## config.mk

```make
export PLATFORM = sky130hd
export DESIGN_NAME = clock_set_ctrl_flat
export DESIGN_NICKNAME = d
export VERILOG_FILES = /design/src/rtl/clock_ctrl_pkg.sv /design/src/rtl/clock_set_ctrl_if.sv /design/src/rtl/clock_set_ctrl_btn_repeat.sv /design/src/rtl/clock_set_ctrl.sv /design/src/flat_wrapper.sv
export SDC_FILE = /design/constraint.sdc
export NUM_CORES = 1
export LEC_CHECK = 0
export CORE_MARGIN = 2
export CORE_UTILIZATION = 55
export DETAILED_ROUTE_END_ITERATION = 12
export GPL_TIMING_DRIVEN = 0
export PLACE_DENSITY = 0.72
export SKIP_CTS_REPAIR_TIMING = 1
export SLEW_MARGIN = 20
export SYNTH_ARGS = -nofsm -noshare
export SYNTH_HDL_FRONTEND = slang
export SYNTH_SLANG_ARGS = --single-unit
```

## constraint.sdc

```tcl
create_clock -name clock -period 2 [get_ports clock]
set_input_delay 0.4 -clock clock [delete_from_list [all_inputs] [get_ports clock]]
set_output_delay 0.4 -clock clock [all_outputs]
set_load 0.02 [all_outputs]
```

## src/rtl/clock_ctrl_pkg.sv

```systemverilog
// -----------------------------------------------------------------------------
// clock_ctrl_pkg
// Shared types and defaults for the time-of-day set controller.
//   mode_t       : controller mode; the encoding is driven out unchanged as
//                  field_sel (0 RUN, 1 SET_HR, 2 SET_MIN, 3 SET_SEC).
//   *_DEF        : default periods in clock cycles for a 50 MHz clock.
//   next_mode()  : mode sequence applied on each mode-button press.
// -----------------------------------------------------------------------------
package clock_ctrl_pkg;

  typedef enum logic [1:0] {
    RUN     = 2'd0,
    SET_HR  = 2'd1,
    SET_MIN = 2'd2,
    SET_SEC = 2'd3
  } mode_t;

  localparam int REPEAT_DLY_DEF = 25_000_000;  // 0.5 s hold before auto-repeat
  localparam int REPEAT_PER_DEF = 5_000_000;   // 10 repeats per second
  localparam int BLINK_PER_DEF  = 12_500_000;  // 0.25 s blink half-period
  localparam int TIMEOUT_DEF    = 500_000_000; // 10 s idle before back to RUN

  // RUN -> SET_HR -> SET_MIN -> SET_SEC -> RUN
  function automatic mode_t next_mode(input mode_t m);
    mode_t n;
    case (m)
      RUN:     n = SET_HR;
      SET_HR:  n = SET_MIN;
      SET_MIN: n = SET_SEC;
      default: n = RUN;
    endcase
    return n;
  endfunction

endpackage

```

## src/rtl/clock_set_ctrl_if.sv

```systemverilog
// -----------------------------------------------------------------------------
// clock_set_ctrl_if
// Groups the button inputs and counter-chain control outputs of
// clock_set_ctrl.
//   mode_btn, adj_btn : debounced, synchronous, active-high levels (master drives)
//   run_en            : chain enable, high only in RUN
//   inc_hr, inc_min   : one-cycle increment pulses
//   clr_sec           : one-cycle seconds/tick clear pulse
//   field_sel         : current mode (mode_t encoding)
//   blink             : display blank toggle for the selected field
//   state_dbg         : FSM state, for checkers
// Signalling: there is no valid/ready pair on this block. Buttons are plain
// levels sampled on every rising clock edge and only their rising edges (plus
// the hold duration of adj_btn) carry meaning. Every output is a register
// updated on the edge that decided it; pulses are high for exactly one cycle
// and are never accepted or back-pressured by the receiver.
// -----------------------------------------------------------------------------
interface clock_set_ctrl_if;
  import clock_ctrl_pkg::*;

  logic       mode_btn;
  logic       adj_btn;
  logic       run_en;
  logic       inc_hr;
  logic       inc_min;
  logic       clr_sec;
  logic [1:0] field_sel;
  logic       blink;
  mode_t      state_dbg;

  modport master (
    output mode_btn, adj_btn,
    input  run_en, inc_hr, inc_min, clr_sec, field_sel, blink, state_dbg
  );

  modport slave (
    input  mode_btn, adj_btn,
    output run_en, inc_hr, inc_min, clr_sec, field_sel, blink, state_dbg
  );

endinterface

```

## src/rtl/clock_set_ctrl_btn_repeat.sv

```systemverilog
// -----------------------------------------------------------------------------
// btn_repeat
// Rise detection, hold timing and auto-repeat for a single push-button.
//   clock, reset_n : clock and asynchronous active-low reset
//   btn            : debounced button level
//   active         : the current edge may act on the button; when low the hold
//                    is cancelled and the button must be released and pressed
//                    again before anything else is produced
//   rpt_en         : auto-repeat permitted for the current hold
//   press          : combinational pulse on an accepted rising edge
//   rpt            : combinational pulse for each auto-repeat
// The rise edge loads the hold counter with 1, so the counter holds the number
// of held edges so far. The first repeat fires when it reaches DLY, after which
// it restarts at 1 and fires every PER edges.
// -----------------------------------------------------------------------------
module btn_repeat #(
  parameter int DLY = 8,
  parameter int PER = 4
) (
  input  logic clock,
  input  logic reset_n,
  input  logic btn,
  input  logic active,
  input  logic rpt_en,
  output logic press,
  output logic rpt
);

  localparam int CNT_TOP = (DLY > PER) ? DLY : PER;
  localparam int CW      = $clog2(CNT_TOP + 1);

  localparam logic [CW-1:0] DLY_C = CW'(DLY);
  localparam logic [CW-1:0] PER_C = CW'(PER);
  localparam logic [CW-1:0] TOP_C = CW'(CNT_TOP);
  localparam logic [CW-1:0] ONE_C = CW'(1);

  logic          btn_q,   btn_d;
  logic          armed_q, armed_d;  // current hold was accepted as a press
  logic          phase_q, phase_d;  // 0: initial delay, 1: repeating
  logic [CW-1:0] cnt_q,   cnt_d;
  logic          rise;

  always_comb begin
    btn_d   = btn;
    armed_d = armed_q;
    phase_d = phase_q;
    cnt_d   = cnt_q;
    press   = 1'b0;
    rpt     = 1'b0;
    rise    = btn & ~btn_q;

    if (!btn || !active) begin
      // Release or cancellation both drop the hold immediately.
      armed_d = 1'b0;
      phase_d = 1'b0;
      cnt_d   = '0;
    end else if (rise) begin
      press   = 1'b1;
      armed_d = 1'b1;
      phase_d = 1'b0;
      cnt_d   = ONE_C;
    end else if (armed_q && rpt_en) begin
      if (!phase_q && (cnt_q == DLY_C)) begin
        rpt     = 1'b1;
        phase_d = 1'b1;
        cnt_d   = ONE_C;
      end else if (phase_q && (cnt_q == PER_C)) begin
        rpt   = 1'b1;
        cnt_d = ONE_C;
      end else if (cnt_q != TOP_C) begin
        cnt_d = cnt_q + 1'b1;
      end
    end
  end

  always_ff @(posedge clock or negedge reset_n) begin
    if (!reset_n) begin
      btn_q   <= 1'b0;
      armed_q <= 1'b0;
      phase_q <= 1'b0;
      cnt_q   <= '0;
    end else begin
      btn_q   <= btn_d;
      armed_q <= armed_d;
      phase_q <= phase_d;
      cnt_q   <= cnt_d;
    end
  end

endmodule

```

## src/rtl/clock_set_ctrl.sv

```systemverilog
// -----------------------------------------------------------------------------
// clock_set_ctrl
// Mode/adjust controller for the HH:MM:SS counter chain. The mode button steps
// RUN -> SET_HR -> SET_MIN -> SET_SEC -> RUN; the adjust button increments the
// selected field (with auto-repeat for hours and minutes) or clears seconds.
//   clock, reset_n : 50 MHz clock, asynchronous active-low reset
//   bus (slave)    : buttons in; run_en, inc_hr, inc_min, clr_sec, field_sel,
//                    blink and state_dbg out (all registered, 1-cycle latency)
// Optional build macro CLOCK_SET_CTRL_TIMEOUT_EN adds an idle counter that
// returns the controller to RUN after TIMEOUT cycles without a button rise in
// a SET mode. Without it SET modes persist until the mode button is pressed.
// -----------------------------------------------------------------------------
module clock_set_ctrl
  import clock_ctrl_pkg::*;
#(
  parameter int REPEAT_DLY = REPEAT_DLY_DEF,
  parameter int REPEAT_PER = REPEAT_PER_DEF,
  parameter int BLINK_PER  = BLINK_PER_DEF,
  parameter int TIMEOUT    = TIMEOUT_DEF
) (
  input logic             clock,
  input logic             reset_n,
  clock_set_ctrl_if.slave bus
);

  if (REPEAT_DLY < 1 || REPEAT_PER < 1 || BLINK_PER < 1 || TIMEOUT < 1) begin : g_param_err
    $error("clock_set_ctrl: all periods must be at least 1 cycle");
  end

  localparam int BW = $clog2(BLINK_PER + 1);
  localparam logic [BW-1:0] BLINK_LAST = BW'(BLINK_PER - 1);

  mode_t         state_q,   state_d;
  logic          mode_q;
  logic          run_en_q,  run_en_d;
  logic          inc_hr_q,  inc_hr_d;
  logic          inc_min_q, inc_min_d;
  logic          clr_sec_q, clr_sec_d;
  logic          blink_q,   blink_d;
  logic [BW-1:0] bcnt_q,    bcnt_d;

  logic mode_rise;
  logic timeout_hit;
  logic adj_active;
  logic adj_rpt_en;
  logic adj_press;
  logic adj_rpt;

  assign mode_rise = bus.mode_btn & ~mode_q;

  // A mode change (button or timeout) on this edge wins over adj and cancels
  // any hold in progress; RUN ignores adj altogether.
  assign adj_active = (state_q != RUN) && !mode_rise && !timeout_hit;
  assign adj_rpt_en = (state_q == SET_HR) || (state_q == SET_MIN);

  btn_repeat #(
    .DLY (REPEAT_DLY),
    .PER (REPEAT_PER)
  ) u_adj (
    .clock   (clock),
    .reset_n (reset_n),
    .btn     (bus.adj_btn),
    .active  (adj_active),
    .rpt_en  (adj_rpt_en),
    .press   (adj_press),
    .rpt     (adj_rpt)
  );

`ifdef CLOCK_SET_CTRL_TIMEOUT_EN
  localparam int IW = $clog2(TIMEOUT + 1);
  localparam logic [IW-1:0] IDLE_LAST = IW'(TIMEOUT - 1);

  logic [IW-1:0] idle_q, idle_d;
  logic          adj_q;
  logic          adj_rise;

  assign adj_rise = bus.adj_btn & ~adj_q;

  always_comb begin
    idle_d      = idle_q;
    timeout_hit = 1'b0;
    if ((state_q == RUN) || mode_rise || adj_rise) begin
      idle_d = '0;
    end else if (idle_q == IDLE_LAST) begin
      // This edge completes TIMEOUT idle cycles.
      timeout_hit = 1'b1;
      idle_d      = '0;
    end else begin
      idle_d = idle_q + 1'b1;
    end
  end

  always_ff @(posedge clock or negedge reset_n) begin
    if (!reset_n) begin
      idle_q <= '0;
      adj_q  <= 1'b0;
    end else begin
      idle_q <= idle_d;
      adj_q  <= bus.adj_btn;
    end
  end
`else
  assign timeout_hit = 1'b0;
`endif

  always_comb begin
    state_d   = state_q;
    run_en_d  = 1'b1;
    inc_hr_d  = 1'b0;
    inc_min_d = 1'b0;
    clr_sec_d = 1'b0;
    blink_d   = blink_q;
    bcnt_d    = bcnt_q;

    if (mode_rise) begin
      state_d = next_mode(state_q);
    end else if (timeout_hit) begin
      state_d = RUN;
    end

    run_en_d = (state_d == RUN);

    // press/rpt only occur when state is unchanged, so state_q selects the
    // field and at most one pulse output is set.
    inc_hr_d  = (adj_press | adj_rpt) && (state_q == SET_HR);
    inc_min_d = (adj_press | adj_rpt) && (state_q == SET_MIN);
    clr_sec_d = adj_press && (state_q == SET_SEC);

    if (state_d == RUN) begin
      blink_d = 1'b0;
      bcnt_d  = '0;
    end else if (mode_rise) begin
      // Entering a SET mode starts with the field blanked-on phase.
      blink_d = 1'b1;
      bcnt_d  = '0;
    end else if (bcnt_q == BLINK_LAST) begin
      blink_d = ~blink_q;
      bcnt_d  = '0;
    end else begin
      bcnt_d = bcnt_q + 1'b1;
    end
  end

  always_ff @(posedge clock or negedge reset_n) begin
    if (!reset_n) begin
      state_q   <= RUN;
      mode_q    <= 1'b0;
      run_en_q  <= 1'b1;
      inc_hr_q  <= 1'b0;
      inc_min_q <= 1'b0;
      clr_sec_q <= 1'b0;
      blink_q   <= 1'b0;
      bcnt_q    <= '0;
    end else begin
      state_q   <= state_d;
      mode_q    <= bus.mode_btn;
      run_en_q  <= run_en_d;
      inc_hr_q  <= inc_hr_d;
      inc_min_q <= inc_min_d;
      clr_sec_q <= clr_sec_d;
      blink_q   <= blink_d;
      bcnt_q    <= bcnt_d;
    end
  end

  assign bus.run_en    = run_en_q;
  assign bus.inc_hr    = inc_hr_q;
  assign bus.inc_min   = inc_min_q;
  assign bus.clr_sec   = clr_sec_q;
  assign bus.field_sel = state_q;
  assign bus.blink     = blink_q;
  assign bus.state_dbg = state_q;

endmodule

```

## src/flat_wrapper.sv

```systemverilog
// flat-port wrapper written by rule: the top's interface ports become plain ports
module clock_set_ctrl_flat import clock_ctrl_pkg::*;
#(
  parameter int REPEAT_DLY = REPEAT_DLY_DEF,
  parameter int REPEAT_PER = REPEAT_PER_DEF,
  parameter int BLINK_PER  = BLINK_PER_DEF,
  parameter int TIMEOUT    = TIMEOUT_DEF
)
  (clock, reset_n, bus_mode_btn, bus_adj_btn, bus_run_en, bus_inc_hr, bus_inc_min, bus_clr_sec, bus_field_sel, bus_blink, bus_state_dbg);
  clock_set_ctrl_if bus_i ();
  input logic clock;
  input logic reset_n;
  input wire logic [$bits(bus_i.mode_btn)-1:0] bus_mode_btn;
  input wire logic [$bits(bus_i.adj_btn)-1:0] bus_adj_btn;
  output wire logic [$bits(bus_i.run_en)-1:0] bus_run_en;
  output wire logic [$bits(bus_i.inc_hr)-1:0] bus_inc_hr;
  output wire logic [$bits(bus_i.inc_min)-1:0] bus_inc_min;
  output wire logic [$bits(bus_i.clr_sec)-1:0] bus_clr_sec;
  output wire logic [$bits(bus_i.field_sel)-1:0] bus_field_sel;
  output wire logic [$bits(bus_i.blink)-1:0] bus_blink;
  output wire logic [$bits(bus_i.state_dbg)-1:0] bus_state_dbg;
  assign bus_i.mode_btn = bus_mode_btn;
  assign bus_i.adj_btn = bus_adj_btn;
  assign bus_run_en = bus_i.run_en;
  assign bus_inc_hr = bus_i.inc_hr;
  assign bus_inc_min = bus_i.inc_min;
  assign bus_clr_sec = bus_i.clr_sec;
  assign bus_field_sel = bus_i.field_sel;
  assign bus_blink = bus_i.blink;
  assign bus_state_dbg = bus_i.state_dbg;
  clock_set_ctrl #(.REPEAT_DLY(REPEAT_DLY), .REPEAT_PER(REPEAT_PER), .BLINK_PER(BLINK_PER), .TIMEOUT(TIMEOUT)) u_core (.clock(clock), .reset_n(reset_n), .bus(bus_i));
endmodule
```

# After elaboration in Yosys (flattened, before gate mapping)
# Index checks and enable logic that the tools add are counted.
# Widths: inputs -> output; s select.
# word_totals
register_bits,60
in_bits,4
wordCells,77
# classes
n_addsub,2
eq_ne,7
mux,27
n_bitwise,6
n_reduce_logical,23
# ops
cell,count
$mux 25,6
$mux 24,3
$add 25x1->25 const B,1
$eq 25x23->1 const B,1
$eq 25x25->1 const B,1
$ne 25x25->1 const B,1
$add 24x1->24 const B,1
$eq 24x24->1 const B,1
$mux 1,16
$reduce_bool 3->1,3
$logic_and 1x1->1,7
$pmux 2 s3,1
$reduce_bool 5->1,1
$eq 2x2->1 const B,2
$logic_not 1->1,4
$logic_not 2->1,2
$reduce_and 2->1,2
$reduce_bool 2->1,2
$not 1->1,3
$and 1x1->1,2
$eq 2x1->1 const B,1
$logic_or 1x1->1,2
$mux 2,1
$or 1x1->1,1

# Longest topological paths before layout
# Gate-level depths: netlist of the first run.
# logic_depth
ltp_word,9
ltp_mapped,9
ltp_nobuf,8

# Modules after synthesis
# Synthesis of the first run repeated with hierarchy kept, for this count alone.
# hier_totals
cells_unflattened,363
area_unflattened_um2,3444.6
# by_module_without_submodules
module,n_inst,cells_each,area_each_um2
btn_repeat,1,198,1825.5
clock_set_ctrl,1,165,1619.1

# Worst setup path before layout of the first run
# Ideal clock, no wire load.
# synth_timing
kind,reg2reg
from,"register u_core.state_q[0], in the netlist u_core.bus.field_sel[0]"
to,register u_core.bcnt_q[15]
setup_ps,132
t_arrival_ps,2048
required_ps,1868
path_slack_ps,-180
stages_incl_launch_ff,9
synth_period_minus_slack_ps,2180
path_cell_list,dfrtp_1 > inv_1 > ha_1 > or3_1 > o32ai_1 > or3_1 > clkbuf_1 > clkbuf_1 > nor2_1
# synth_between
elab_chain_len,5
elab_cells_between_ends,7
cone_classes,eq/ne (2); mux (3); reduce/logical (2)
# synth_lines
item,line_no,text
"start, declared",clock_set_ctrl.sv:33,"mode_t state_q, state_d;"
"start signal, assigned",clock_set_ctrl.sv:155,state_q <= state_d;
"$eq 2x2->1, or another cell as far along",clock_ctrl_pkg.sv:26,case (m)
$pmux 2 s3,clock_ctrl_pkg.sv:26,
$mux 2 *,clock_set_ctrl.sv:115,if (mode_rise) begin
$logic_not 2->1 *,n/a,
via u_core.run_en_d,clock_set_ctrl.sv:35,"logic run_en_q, run_en_d;"
$mux 24 *,clock_set_ctrl.sv:129,if (state_d == RUN) begin
via u_core.bcnt_d[15],clock_set_ctrl.sv:40,"logic [BW-1:0] bcnt_q, bcnt_d;"
"end signal, assigned",clock_set_ctrl.sv:162,bcnt_q <= bcnt_d;
"end, declared",clock_set_ctrl.sv:40,
# The timed path passes the listed nets; every way through them passes the cells marked *.
# A chain may end at the register's enable or synchronous reset.

# Final worst setup path of the first run
# layout_timing
from,register u_core.u_adj.cnt_q[8]
to,"register u_core.inc_min_q, in the netlist u_core.bus.inc_min"
# layout_between
elab_chain_len,9
elab_cells_between_ends,11
cone_classes,eq/ne (2); mux (5); bitwise (1); reduce/logical (3)
# layout_lines
item,line_no,text
"start, declared",clock_set_ctrl_btn_repeat.sv:40,"logic [CW-1:0] cnt_q, cnt_d;"
"start signal, assigned",clock_set_ctrl_btn_repeat.sv:86,cnt_q <= cnt_d;
$eq 25x23->1,clock_set_ctrl_btn_repeat.sv:67,end else if (phase_q && (cnt_q == PER_C)) begin
$logic_and 1x1->1,clock_set_ctrl_btn_repeat.sv:67,
$mux 1,clock_set_ctrl_btn_repeat.sv:67,
$mux 1 *,clock_set_ctrl_btn_repeat.sv:63,if (!phase_q && (cnt_q == DLY_C)) begin
$mux 1 *,clock_set_ctrl_btn_repeat.sv:62,end else if (armed_q && rpt_en) begin
$mux 1 *,clock_set_ctrl_btn_repeat.sv:57,end else if (rise) begin
$mux 1 *,clock_set_ctrl_btn_repeat.sv:52,if (!btn || !active) begin
$or 1x1->1 *,clock_set_ctrl.sv:126,inc_min_d = (adj_press | adj_rpt) && (state_q == SET_MIN);
$logic_and 1x1->1 *,clock_set_ctrl.sv:126,
via u_core.inc_min_d,clock_set_ctrl.sv:37,"logic inc_min_q, inc_min_d;"
"end signal, assigned",clock_set_ctrl.sv:159,inc_min_q <= inc_min_d;
"end, declared",clock_set_ctrl.sv:37,
# Marked as above.

==> results.md, run 1 <==
- Worst Slack Setup Final: -250 ps
- Data required time of the critical path: between 2000 and 2500 ps
- RSZ-0062 raised after global routing: yes
- Starting Density: 0.559
- Violations in the final reports: setup timing
- Final routed DRC violation total: 0
- Nets in the synthesized netlist: around 370
- Total CTS buffers: 9
- Cell Area, Synth: approximately 0.0033 mm²
- Dominant cell by count in the synthesized netlist: dfrtp_1
- Total power: around 3600 µW
- Slowest library cell on the worst path: or4bb_4
- Final critical-path share of the clock period: 1.12
- Library cell with the largest summed area after synthesis: dfrtp_1
- Final Hold Vio Count: 0
- Portion of the post-synthesis area used by sequential elements: 0.459
- P&R area growth vs syn: 24.8%
- Arrival time at the worst endpoint: 2540 ps
- Final TNS setup: -4510 ps
- Via-per-instance ratio: between 5 and 6
- Area of the placeable core: a little under 0.006 mm²
- Sort of element at the start of the critical path: flip-flop
- Clock tree from TritonCTS: done
- Post-detailed-route count of antenna-violating nets: 0
- Final weighted congestion of routability-driven global placement: 0.906
- Crit-path cells: or4bb_4 -> or4_4 -> a21oi_4 -> buf_6 -> nand3_2 -> a21oi_2 -> and2_1
- Largest voltage drop on the vdd net: 0.000686 V
- Synth Warn #: 0
- Number of synthesized flops with an enable pin: 0
- Syn Area/Cell: between 9 and 10 µm²
- Initial detailed-routing violation count: between 200 and 300
- Final layout net count: a little over 400
- Clock network latency to the later pin of the worst-skew pair: 350 ps
- Number of cell rows: 28
- Final Skew: between 10 and 15 ps
- Largest net degree at the start of global routing: 37
- Rel. slew slack: 0.565
- Total of buffers placed on input and output ports: 12
- Pre-CTS worst setup slack: -483 ps
- Slowest cell delay on critical path: roughly 550 ps
- First drt pass iteration count: 5
- Total half-perimeter wirelength after legalization and detailed placement: around 5 mm
- Area contributors post-synth: dfrtp_1 45%, nand3_1 4.9%, nor2_1 4.8%
- Kind of critical path: reg2reg
- Total detailed-routing wirelength: between 7 and 8 mm
- Top-Level Pins: 13
- Vias in the first global route: 2,579
- First-pass GRT wire length: between 10 and 15 mm
- Reg clk slew, reported paths: 80 ps
- Cell area after layout: slightly above 0.004 mm²
- Remaining global-route overflow: 0
- Global-route usage over all layers: 0.242
- Top-area cell type share of the netlist area: 0.451
- Crit path max fanout: 7
- Main flop type after synthesis: dfrtp_1
- Power density over the cells: between 800 and 900 mW/mm²
- Clk root buf: clkbuf_8
- Die Area: between 0.006 and 0.007 mm²
- Antenna violations before repair: 0
- Fmax: 444 MHz
- Worst-margin pin slew: around 650 ps
- Number of register bits inferred by synthesis: 60
- Antenna diode count: 0
- X dimension of the die: between 80 and 90 µm
- Outcome: complete, but fails checks
- Worst min path class: in2async
- Num Clock Sinks: 60
- Floorplan die height: approximately 80 µm
- Drt wl/cell: between 15 and 20 µm
- Synth unique cells: 48
- Time the final worst path needs with I/O delays and setup: ~2200 ps
- Setup violation total in the final timing report: 25
- Instance count of the mapped netlist: 361
- Max-cap violations: 0
- Cell count of the worst reg-to-reg path: 7
- Critical Path End Type: flip-flop
- Ratio of cells with drive above 1 in the final layout: 0.205
- Placement-stage cell area: roughly 0.0036 mm²
- Clock H-tree levels: 3
- Fill cells: between 400 and 500
- Final Max Tran Viols: 0
- Most used standard cells in the synthesized netlist: 59 x dfrtp_1, 42 x nor2_1, 33 x nand2_1
- Ys async rst share: 1.00
- Static leakage: ~0.0016 µW
- Max Buffers Root-to-Sink: 2
- Total number of vias: between 2,000 and 3,000
## power breakdown
group          internal, µW  switching (µW)  leakage (µW)
Sequential             1300            90.6      0.000811
Combinational           377             458      0.000680
Clock                   835             522      0.000120
Total                  2510            1070       0.00161
## registers in the layout, summed over array words and instances, names as in the netlist
signal and flops:
u_core.u_adj.armed_q 1, u_core.u_adj.btn_q 1, u_core.u_adj.phase_q 1, u_core.bus.inc_hr 1, u_core.bus.field_sel 2, u_core.u_adj.cnt_q 25
u_core.bus.clr_sec 1, u_core.mode_q 1, u_core.bus.run_en 1, u_core.bcnt_q 24, u_core.bus.blink 1, u_core.bus.inc_min 1
## cell usage in the layout (no fill, tap or decap), types with 3 or more instances in the layout
master	netlist	routed
clkdlybuf4s50_1	0	11
nand3_1	32	30
xor2_1	16	16
ha_1	7	6
or3_1	7	6
o21ai_0	21	9
and2_1	5	5
nor2_4	0	3
nor2_1	42	41
o41ai_1	4	3
nor2b_1	3	3
buf_6	1	5
dfrtp_2	0	6
nand3b_1	5	5
a21oi_1	8	6
o31ai_1	10	10
a31oi_1	6	6
nor3_1	13	11
xnor2_1	7	7
inv_1	11	11
bufinv_16	0	3
nand2_1	33	32
clkbuf_8	1	9
o21ai_1	0	12
dfrtp_1	59	53
or3_4	0	3
nand4_1	15	15
and3_1	6	5
and4_1	3	3
buf_4	5	18
## layer usage
metal  part of all wire  GRT usage  vias up
li1                   -          -     1373
met1               0.49      0.355     1364
met2               0.45      0.348       87
met3              0.043     0.0400       14
met4              0.017      0.112        0
met5                  0          0        -
## final timing paths
check / start / to / slack, ps
setup / recovery: u_core.u_adj.cnt_q[8] / u_core.bus.inc_min / -250
hold / removal: reset_n / u_core.bcnt_q[13] / 490
setup reg to reg: u_core.u_adj.cnt_q[8] / u_core.bus.inc_min / -250
hold reg to reg: u_core.u_adj.cnt_q[24] / u_core.u_adj.cnt_q[24] / 520
max in group asynchronous: reset_n / u_core.bus.run_en / 960
min in group clock: u_core.u_adj.cnt_q[24] / u_core.u_adj.cnt_q[24] / 520
## kinds of logic (layout without fill, tap and decap cells)
kind of cell    Yosys count  after routing  synth area share
simple gates            190            190             0.306
flops                    60             60             0.459
buf+inv                  26             70            0.0409
fa+ha+maj                 7              7            0.0268
xor+xnor                 23             23            0.0615
compound gates           55             55             0.106
## layout make-up
cell class	count	area, µm²	area share
clock inverters	7	124	0.0303
multi-input cells	275	1810	0.444
clock buffers	9	124	0.0303
flip-flops and latches	60	1510	0.370
well taps	75	93.8	0.0230
plain buffers	14	119	0.0291
repair buffers	29	260	0.0637
inverters	11	41.3	0.0101
## stage by stage
step           utilization  hold slack (ps)  cells
2_1_floorplan            -              104    361
3_3_place_gp         0.604              477    448
3_5_place_dp         0.607              325    449
4_1_cts              0.650            -49.0    465
5_1_grt              0.698              541    480
6_report             0.698              486    480
## critical path, delay by kind of cell, from the launching register on
kind | cells | cell delay [ps]
AOI/OAI and AO/OA | 2 | 360
buffers and inverters | 1 | 150
and+or+nand+nor | 4 | 1230
DFF | 1 | 460
No activity file was read; power rests on OpenSTA's default activity.
==> run 2, diff against run 1 <==
--- a/config.mk
+++ b/config.mk
@@ -5,11 +5,14 @@
 export SDC_FILE = /design/constraint.sdc
 export NUM_CORES = 1
 export LEC_CHECK = 0
+export CELL_PAD_IN_SITES_DETAIL_PLACEMENT = 1
+export CELL_PAD_IN_SITES_GLOBAL_PLACEMENT = 2
 export CORE_MARGIN = 2
-export CORE_UTILIZATION = 55
+export CORE_UTILIZATION = 35
 export DETAILED_ROUTE_END_ITERATION = 12
 export GPL_TIMING_DRIVEN = 0
 export PLACE_DENSITY = 0.72
+export SETUP_SLACK_MARGIN = 0.5
 export SKIP_CTS_REPAIR_TIMING = 1
 export SLEW_MARGIN = 20
 export SYNTH_ARGS = -nofsm -noshare
==> results.md, run 2 (synthesized netlist as in run 1, its figures left out) <==
- Top-Level Pins: 13
- Rel. slew slack: 0.598
- P&R area growth vs syn: 43.4%
- Total CTS buffers: 9
- Final Hold Vio Count: 0
- Area of the placeable core: 0.00915 mm²
- Most common library cell in the layout ignoring fill and taps: dfrtp_1
- Worst Slack Setup Final: -266 ps
- Total detailed-routing wirelength: between 9 and 10 mm
- RSZ-0062 raised after global routing: yes
- Final Max Tran Viols: 0
- Total of buffers placed on input and output ports: 12
- Clock H-tree levels: 3
- Sort of element at the start of the critical path: flip-flop
- Pre-CTS worst setup slack: -657 ps
- First-pass GRT wire length: ~15 mm
- Critical Path End Type: flip-flop
- Slowest library cell on the worst path: or4b_1
- Setup violation total in the final timing report: 25
- Vias in the first global route: between 2,000 and 3,000
- Violations in the final reports: setup timing
- Number of standard cells in the layout, taps in and fillers out: 539
- Worst-case hold slack: 490 ps
- Max-cap violations: 0
- Post-detailed-route count of antenna-violating nets: 0
- Largest voltage drop on the vdd net: about 0.00032 V
- Sw Pwr: approximately 1300 µW
- Slowest cell delay on critical path: about 530 ps
- Ratio of cells with drive above 1 in the final layout: 0.369
- Outcome: complete, but fails checks
- Die Area: between 0.01 and 0.015 mm²
- Starting Density: 0.358
- Drt wl/cell: 18.1 µm
- Initial detailed-routing violation count: 49
- Floorplan die height: 101 µm
- Total power: 4010 µW
- Clk root buf: clkbuf_8
- Antenna diode count: 0
- Final critical-path share of the clock period: 1.13
- Clock tree from TritonCTS: done
- Remaining global-route overflow: 0
- Max reg flops: 25
- Total half-perimeter wirelength after legalization and detailed placement: 6.18 mm
- Worst min path class: in2async
- Final layout net count: between 400 and 500
- Worst-margin pin slew: 598 ps
- Fill cells: a little over 1,000
- Number of buffers and inverters on the critical path: 1
- Final weighted congestion of routability-driven global placement: 0.782
- Placed Cells: ~490
- Time the final worst path needs with I/O delays and setup: 2270 ps
- First drt pass iteration count: 4
- Fraction of power consumed by sequential logic: 0.346
- Crit-path cells: or4b_1 -> or4_4 -> a21oi_4 -> buf_6 -> nand3_2 -> a21oi_2 -> and2_1
- Cell-internal power: 2720 µW
- Register ranked first by flip-flop count: u_core.u_adj.cnt_q
- Fmax: between 400 and 500 MHz
- Number of cell rows: 35
- Largest net degree at the start of global routing: ~40
- Final routed DRC violation total: 0
- Total number of vias: approximately 3,000
- Clock share of power: 0.321
- Reg clk slew, reported paths: 70 ps
- Antenna violations before repair: 0
- Crit path max fanout: 10
- Static leakage: 0.00189 µW
- Arrival time at the worst endpoint: ~2600 ps
- Share of total power consumed by net switching: 0.322
- Commonest cells after routing, fill and taps aside: 49 x dfrtp_1, 34 x buf_4, 29 x nand2_1, 29 x nand3_1
- Kind of critical path: reg2reg
- Power share of the combinational group: 0.333
- Final Skew: around 13 ps
- Num Clock Sinks: 60
- Data required time of the critical path: approximately 2300 ps
- X dimension of the die: approximately 100 µm
- Clock network latency to the later pin of the worst-skew pair: about 340 ps
- Final TNS setup: -4780 ps
- Max Buffers Root-to-Sink: 2
- Via-per-instance ratio: between 5 and 6
- Kind of cell adding the most delay to the critical path: simple AND/OR/NAND/NOR gates
- Power density over the cells: roughly 850 mW/mm²
- Global-route usage over all layers: 0.186
==> run 2: cell count changes in the layout (fill, tap and decap cells not counted), sizes merged <==
cell	before	now
bufinv	3	2
buf	25	48
inv	12	11
dlymetal6s2s	0	5
clkdlybuf4s50	11	2
clkinv	2	1
clkbuf	15	22
==> run 2: area by class of cell <==
class / count / area [µm²] / area share
inverters: 11 / 41.3 / 0.00880
clock inverters: 4 / 72.6 / 0.0155
well taps: 111 / 139 / 0.0296
multi-input cells: 275 / 2120 / 0.453
repair buffers: 51 / 478 / 0.102
clock buffers: 12 / 155 / 0.0331
plain buffers: 15 / 168 / 0.0357
flip-flops and latches: 60 / 1520 / 0.323
==> run 2: worst reg2reg max path, stage by stage, from the launching register on <==
cell	delay, ps
dfrtp_1	410
or4b_1	530
or4_4	500
a21oi_4	200
buf_6	170
nand3_2	90
a21oi_2	160
and2_1	160
==> run 2: final timing paths <==
check	startpoint	endpoint	slack (ps)	depth (start not counted)
max	u_core.u_adj.cnt_q[24]	u_core.bus.inc_hr	-270	7
min	reset_n	u_core.bus.inc_hr	490	2
max reg2reg	u_core.u_adj.cnt_q[24]	u_core.bus.inc_hr	-270	7
min reg2reg	u_core.u_adj.cnt_q[24]	u_core.u_adj.cnt_q[24]	520	1
max in group asynchronous	reset_n	u_core.bus.run_en	950	3
min in group clock	u_core.u_adj.cnt_q[24]	u_core.u_adj.cnt_q[24]	520	1
==> run 2: metal layers <==
metal	up-vias	routed length [µm]	global-route usage
met5	-	0	0
met1	1523	4490	0.250
met3	10	248	0.0374
li1	1410	-	-
met4	0	123	0.0506
met2	29	4910	0.306
==> run 2: power by group through the flow <==
stage | Clock, µW | Combinational [µW] | Sequential (µW)
2_1_floorplan | 0 | 489 | 1450
3_3_place_gp | 0 | 809 | 1420
3_5_place_dp | 0 | 825 | 1420
4_1_cts | 1330 | 829 | 1400
5_1_grt | 1380 | 1440 | 1400
6_report | 1280 | 1330 | 1390
==> run 2: per-stage QoR <==
step	cell area [µm²]	util
6_report	4690	0.513
5_1_grt	4690	0.513
4_1_cts	3900	0.426
3_5_place_dp	3670	0.401
3_3_place_gp	3650	0.399
2_1_floorplan	3390	-
